**src/rtl/jt51_pm_depth.sv**
```systemverilog
// PM depth generator: LFO PM sample x PMD via shift-add multiplier, then PMS scaling per slot.
// Define JT51_PM_FASTMUL_EN to replace the 7-step serial multiplier with a one-cycle product.
module jt51_pm_depth (
  input  logic       rst,
  input  logic       clk,
  input  logic       cen,
  input  logic [6:0] lfo_pm,
  input  logic       lfo_pm_sign,
  input  logic       lfo_upd,
  input  logic [6:0] pmd,
  input  logic [2:0] pms,
  output logic [8:0] mod_O,
  output logic       add_O,
  output logic       busy,
  output logic       mul_done
);

  logic [6:0]  a_q, a_d, b_q, b_d, depth_q, depth_d;
  logic        s_q, s_d, sign_q, sign_d;
  logic        busy_q, busy_d, done_q, done_d;
  logic [8:0]  mod_q, mod_d;
  logic        add_q, add_d;
  logic [13:0] product;
  logic        commit;
  logic [8:0]  depth_ext;

`ifdef JT51_PM_FASTMUL_EN
  assign product = {7'd0, a_q} * {7'd0, b_q};
  assign commit  = busy_q;
`else
  logic [2:0]  step_q, step_d;
  logic [13:0] acc_q, acc_d, partial;

  // product is the accumulator after the current step has been added
  always_comb begin
    partial = 14'd0;
    if (b_q[step_q]) partial = {7'd0, a_q} << step_q;
  end
  assign product = acc_q + partial;
  assign commit  = busy_q && (step_q == 3'd6);

  always_comb begin
    step_d = step_q;
    acc_d  = acc_q;
    if (cen) begin
      if (lfo_upd) begin
        step_d = 3'd0;
        acc_d  = 14'd0;
      end else if (busy_q) begin
        step_d = commit ? 3'd0 : step_q + 3'd1;
        acc_d  = product;
      end
    end
  end

  always_ff @(posedge clk or posedge rst) begin
    if (rst) begin
      step_q <= 3'd0;
      acc_q  <= 14'd0;
    end else begin
      step_q <= step_d;
      acc_q  <= acc_d;
    end
  end
`endif

  assign depth_ext = {2'b00, depth_q};

  always_comb begin
    a_d     = a_q;
    b_d     = b_q;
    s_d     = s_q;
    busy_d  = busy_q;
    depth_d = depth_q;
    sign_d  = sign_q;
    done_d  = 1'b0;
    mod_d   = mod_q;
    add_d   = add_q;
    if (cen) begin
      // a new sample always wins over a pending commit
      if (lfo_upd) begin
        a_d    = lfo_pm;
        b_d    = pmd;
        s_d    = lfo_pm_sign;
        busy_d = 1'b1;
      end else if (commit) begin
        depth_d = product[13:7];
        sign_d  = s_q;
        busy_d  = 1'b0;
        done_d  = 1'b1;
      end
      case (pms)
        3'd0:    mod_d = 9'd0;
        3'd6:    mod_d = depth_ext << 1;
        3'd7:    mod_d = depth_ext << 2;
        default: mod_d = depth_ext >> (3'd6 - pms);
      endcase
      add_d = (mod_d == 9'd0) ? 1'b1 : ~sign_q;
    end
  end

  always_ff @(posedge clk or posedge rst) begin
    if (rst) begin
      a_q     <= 7'd0;
      b_q     <= 7'd0;
      s_q     <= 1'b0;
      busy_q  <= 1'b0;
      depth_q <= 7'd0;
      sign_q  <= 1'b0;
      done_q  <= 1'b0;
      mod_q   <= 9'd0;
      add_q   <= 1'b1;
    end else begin
      a_q     <= a_d;
      b_q     <= b_d;
      s_q     <= s_d;
      busy_q  <= busy_d;
      depth_q <= depth_d;
      sign_q  <= sign_d;
      done_q  <= done_d;
      mod_q   <= mod_d;
      add_q   <= add_d;
    end
  end

  assign mod_O    = mod_q;
  assign add_O    = add_q;
  assign busy     = busy_q;
  assign mul_done = done_q;

endmodule

```
**config.mk**
```make
export PLATFORM = sky130hd
export DESIGN_NAME = jt51_pm_depth
export DESIGN_NICKNAME = d
export VERILOG_FILES = /design/src/rtl/jt51_pm_depth.sv
export SDC_FILE = /design/constraint.sdc
export NUM_CORES = 1
export LEC_CHECK = 0
export ABC_AREA = 1
export ABC_CLOCK_PERIOD_IN_PS = 3200
export BUFFER_PORTS_ARGS = -buffer_cell sky130_fd_sc_hd__buf_4
export CAP_MARGIN = 5
export CELL_PAD_IN_SITES_DETAIL_PLACEMENT = 0
export CELL_PAD_IN_SITES_GLOBAL_PLACEMENT = 1
export CORE_MARGIN = 3
export CORE_UTILIZATION = 35
export DETAILED_ROUTE_END_ITERATION = 8
export MAX_ROUTING_LAYER = met4
export PLACE_DENSITY = 0.7
export SYNTH_ARGS = -nofsm -noshare
export SYNTH_HDL_FRONTEND = slang
export SYNTH_SLANG_ARGS = --single-unit
```
**constraint.sdc**
```tcl
create_clock -name clk -period 3.2 [get_ports clk]
set_clock_uncertainty 0.2 [all_clocks]
set_input_delay 0.16 -clock clk [delete_from_list [all_inputs] [get_ports clk]]
set_output_delay 0.16 -clock clk [all_outputs]
set_load 0.01 [all_outputs]
```
After elaboration in Yosys (flattened, before gate mapping)
Cells that the tools add are included.
{ "word_totals": {"reg_bits": 52, "in_bits": 22, "output_inout_bits": 12, "elab_cells": 47} }
{ "op_classes": {"eq_ne": 3, "bitwise_logic": 2, "muxes": 16, "magnitude_cmp": 1, "shift": 2, "n_addsub": 3, "n_reduce_logical": 9} }
{ "op_table": {"columns": ["op", "count"], "rows": [
  ["$mux W14", 3],
  ["$pmux W9 S3", 1],
  ["$add A14 B14 Y14", 1],
  ["$shl A7 B3 Y14", 1],
  ["$eq A3 B3 Y1 const B", 3],
  ["$logic_not A9 Y1", 1],
  ["$mux W3", 3],
  ["$mux W9", 1],
  ["$shr A7 B3 Y9", 1],
  ["$mux W1", 7],
  ["$reduce_and A2 Y1", 3],
  ["$lt A3 B4 Y1 const B", 1],
  ["$reduce_bool A2 Y1", 2],
  ["$add A3 B1 Y3 const B", 1],
  ["$bmux W1 S3", 1],
  ["$logic_not A3 Y1", 1],
  ["$reduce_and A3 Y1", 1],
  ["$sub A3 B3 Y3 const A", 1],
  ["$not A1 Y1", 2],
  ["$logic_and A1 B1 Y1", 1]
]} }

Longest topological paths before layout
{ "logic_depth": {"word_depth": 6, "depth_mapped": 19, "depth_no_buf": 18} }

Worst setup path after synthesis
Ideal clock, no wire load.
{ "synth_timing": {"path_kind": "register to register", "start": "register step_q[1]", "end": "register acc_q[10]", "synth_period_minus_slack_ns": 2.538, "t_arrival_ns": 2.221, "required_ns": 2.883, "n_path_buf": 1, "setup_slack_ns": 0.662, "stages_incl_launch_ff": 18, "setup_ns": 0.117, "cell_sequence": "dfrtp_1 -> buf_2 -> a21oi_1 -> o21ai_1 -> o21ai_0 -> nand2_1 -> nor4_1 -> ha_1 -> fa_1 -> nand2_2 -> a21oi_2 -> nand2_1 -> nand2_1 -> nand2_1 -> nand2_1 -> nand2_1 -> nand3_1 -> nand2_1"} }
{ "synth_between": {"elab_chain_cells": 6, "elab_cells_between_ends": 7, "cone_classes": "add/sub (1); shift (1); mux (5)"} }
{ "synth_lines": {"columns": ["item", "line", "text"], "rows": [
  ["from (decl)", "31", "logic [2:0] step_q, step_d;"],
  ["from (signal assigned)", "61", "step_q <= step_d;"],
  ["$bmux W1 S3", "37", "if (b_q[step_q]) partial = {7'd0, a_q} << step_q;"],
  ["$mux W1 (not written as such)", "37", null],
  ["$mux W14 *", "37", null],
  ["$add A14 B14 Y14 *", "39", "assign product = acc_q + partial;"],
  ["$mux W14 *", "49", "end else if (busy_q) begin"],
  ["$mux W14 *", "46", "if (lfo_upd) begin"],
  ["to (signal assigned)", "59", "acc_q <= 14'd0;"],
  ["to (signal assigned)", "62", "acc_q <= acc_d;"],
  ["to (decl)", "32", "logic [13:0] acc_q, acc_d, partial;"]
]} }
Mark *: on every way between the ends. The rest lies on a longest branch, timed or not. The select of a mux whose other input is x is not followed.
A chain may end at the register's enable or synchronous reset.

Final worst setup path
{ "layout_timing": {"start": "register step_q[0]", "end": "register depth_q[3]"} }
{ "layout_between": {"elab_chain_cells": 4, "elab_cells_between_ends": 8, "cone_classes": "add/sub (1); eq/ne (1); shift (1); mux (3); reduce/logical (2)"} }
{ "layout_lines": {"columns": ["item", "line", "text"], "rows": [
  ["$bmux W1 S3", "37", null],
  ["$mux W1 (not written as such)", "37", null],
  ["$mux W14", "37", null],
  ["$add A14 B14 Y14", "39", null],
  ["to (signal assigned)", "118", "depth_q <= depth_d;"],
  ["to (decl)", "18", "logic [6:0] a_q, a_d, b_q, b_d, depth_q, depth_d;"]
]} }
Parallel ways exist; a longest one is shown, timed or not. The select of a mux whose other input is x is not followed.

==> reports/qor.txt <==
Peak supply drop -> 0.197 mV
Die Span Y -> 107 um
Hold Path Cell Cnt -> 3
Area Growth Syn to Fin -> 18.9%
Post-route cell area -> 0.00422 sq mm
DPL Wire Length -> 6820 um
Post-synth EDFFs -> 0
Reg clk slew, reported paths -> 0.11 ns
Register area share after synthesis -> 36.7%
IO Port Bufs -> 33
Non-filler cells, final -> 697
Top-count cell post-synth -> nand2_1
CTS Root Cell -> clkbuf_8
# H-tree levels -> 2
Largest net degree at the start of global routing -> 53
WP data required -> 3.22 ns
Initial antenna violation count -> 0
CP Capture Type -> register
Hold_sp -> pms[2]
Setup violations, final -> 0
Ys flop type -> dfrtp_1
First-pass GRT wire length -> 15400 um
Inserted Clock Buffers -> 5
R2R Path End -> depth_q[3]
Fmax -> 346 MHz
DR iter-0 viols -> 109
CP Launch Type -> register
Slew Limit Fails -> 0
# IOs -> 34
Clock latency on the worst-skew pair -> 0.32 ns
Syn. warnings -> 0
CP arrival -> 2.92 ns
TritonRoute pass-1 iters -> 4
Setup Crit Path Kind -> register to register
Synthesized area -> 0.00354 sq mm
Worst r2r src -> step_q[0]
Final Critical Period -> 2.89 ns
Synth top area share -> 36.0%
Total of max-cap violations -> 0
Asr flop ratio synth -> 100%
Row count -> 36
Drt total wl -> 9030 um
Tightest Pin Transition -> 1.10 ns
Filler cells -> 1068
Unique masters post-synth -> 39
Vias -> 3351
Vias in the first global route -> 3157
TritonCTS clock tree -> yes
Gr usage total -> 17.4%
Area of the multi-input gates -> 0.00194 sq mm
Area after DPL -> 0.00391 sq mm
Die area -> 0.0114 sq mm
Critical Path Max Stage Delay -> 0.51 ns
CTS sink count -> 52
Routed Antenna Nets -> 0
Initial Util -> 36.1%
Core area -> 0.00982 sq mm
Worst slew margin -> 26.7%
Critical-path cell list -> inv_2 > nor2_1 > o21ai_0 > nand2_1 > nor4_2 > ha_2 > fa_1 > nand2_2 > a21oi_4 > nand2_1 > nand2_1 > nand2_1 > nand2_1 > nand2_1 > nand3_1 > nand2_1
Synth Instances -> 512
Setup TNS Final -> 0 ns
Mean Syn Cell Area -> 6.92 sq um
Maximum clock path buffer count -> 2
Hold Path Class -> primary input to register
Pwr Density -> 415 mW/mm^2
Placed cell count -> 669
Reg-to-reg setup timing slack -> 0.31 ns
Seq cells post-synth -> 52
Fin crit share -> 90.4%
Worst Path Max Fanout -> 14
Slowest-stage cell, CP -> dfrtp_2
Leak pwr -> 0.00226 uW
Top post-synthesis cells by area -> dfrtp_1, nand2_1, ha_1
DR vias/cell -> 4.81
Register area -> 0.00131 sq mm
N_diodes -> 0
Crit path to -> depth_q[3]
Fraction of layout cells with a size suffix above 1 -> 13.1%
Status -> finished, final reports clean
Nets -> 605
Final GP Congestion -> 0.877
Remaining Overflow, GRT -> 0
Synth top cells by count -> nand2_1, inv_1, dfrtp_1, nor2_1, o21ai_0
Final Hold Fails -> 0
Die width -> 107 um
Area leader, netlist -> dfrtp_1
Syn_nets -> 554
DRC Markers -> 0
Avg WL per Cell -> 13.0 um
R2R depth -> 16
CP most frequent cell -> nand2_1
Crit. Startpoint -> step_q[0]
logic make-up (layout without fill, tap and decap cells):
family / Yosys count / count (layout) / share of synthesized area [%]
xor gates and xnor gates: 1 / 1 / 0.247
DFF: 52 / 52 / 36.7
muxes: 1 / 1 / 0.282
buffers and inverters: 77 / 129 / 8.97
and+or+nand+nor: 282 / 282 / 33.6
AOI/OAI and AO/OA: 79 / 79 / 12.8
adders and majority gates: 20 / 20 / 7.27
worst max-delay path, delay by kind of cell, from the launching register on:
kind	cells	cell delay, ns
compound gates	2	0.39
simple gates	11	1.05
buf+inv	1	0.14
fa+ha+maj	2	0.49
flops	1	0.51
registers in the layout, indices dropped and copies added (netlist names):
signal    cells
step_q        3
mul_done      1
b_q           7
acc_q        14
s_q           1
depth_q       7
busy          1
a_q           7
sign_q        1
mod_O         9
add_O         1
placed cells by master, fill, tap and decap left out, drive strengths merged, types with 13 or more instances in the layout:
cell type    instances
o21ai               45
inv                 67
buf                 38
a21oi               13
ha                  19
nand3               39
dlygate4sd3         18
nand2              186
nor2                45
dfrtp               51
where the power goes:
part	leakage, uW	internal [uW]	switching [uW]
combinational	0.00155	211	338
clock	0.0000452	160	250
sequential	0.000665	727	60.9
total	0.00226	1100	649
per-stage QoR:
step                      hold WS (ns)  total power (uW)  utilization, %  setup WS [ns]
after detailed placement         0.160              1320            39.8         0.0911
after global placement           0.157              1320            39.8          0.125
after global routing             0.121              1900            42.9        -0.0150
after floorplan                 0.0696              1170               -          0.662
after CTS                       0.0863              1770            42.6         0.0607
final                           0.0916              1750            42.9          0.308
worst min path at each step:
stage	to	slack, ns
after floorplan	a_q[4]	0.07
after global placement	a_q[5]	0.16
after detailed placement	b_q[0]	0.16
after CTS	mod_O[8]	0.09
after global routing	mod_O[8]	0.12
final	mod_O[8]	0.09
layout make-up:
class | instances | share of cell area [%]
multi-input cells | 383 | 46.0
flip-flops and latches | 52 | 31.0
repair buffers | 56 | 11.0
inverters | 65 | 5.79
well taps | 133 | 3.95
clock buffers | 5 | 1.63
clock inverters | 3 | 0.594
timing repair:
action,4_1_cts,5_1_grt
buffers inserted,0,2
setup endpoints to repair,0,14
gates resized for setup,0,5
hold buffers,18,0
endpoints found under the hold margin,77,0
routing by layer:
metal  GRT usage (%)  wire length (um)  share of wire [%]
met1            23.6              4420                 49
met2            27.2              4140                 46
met3            2.35               284                3.1
met4            5.30               181                2.0
met5               -                 0                  0
No activity file was read; power rests on OpenSTA's default activity.
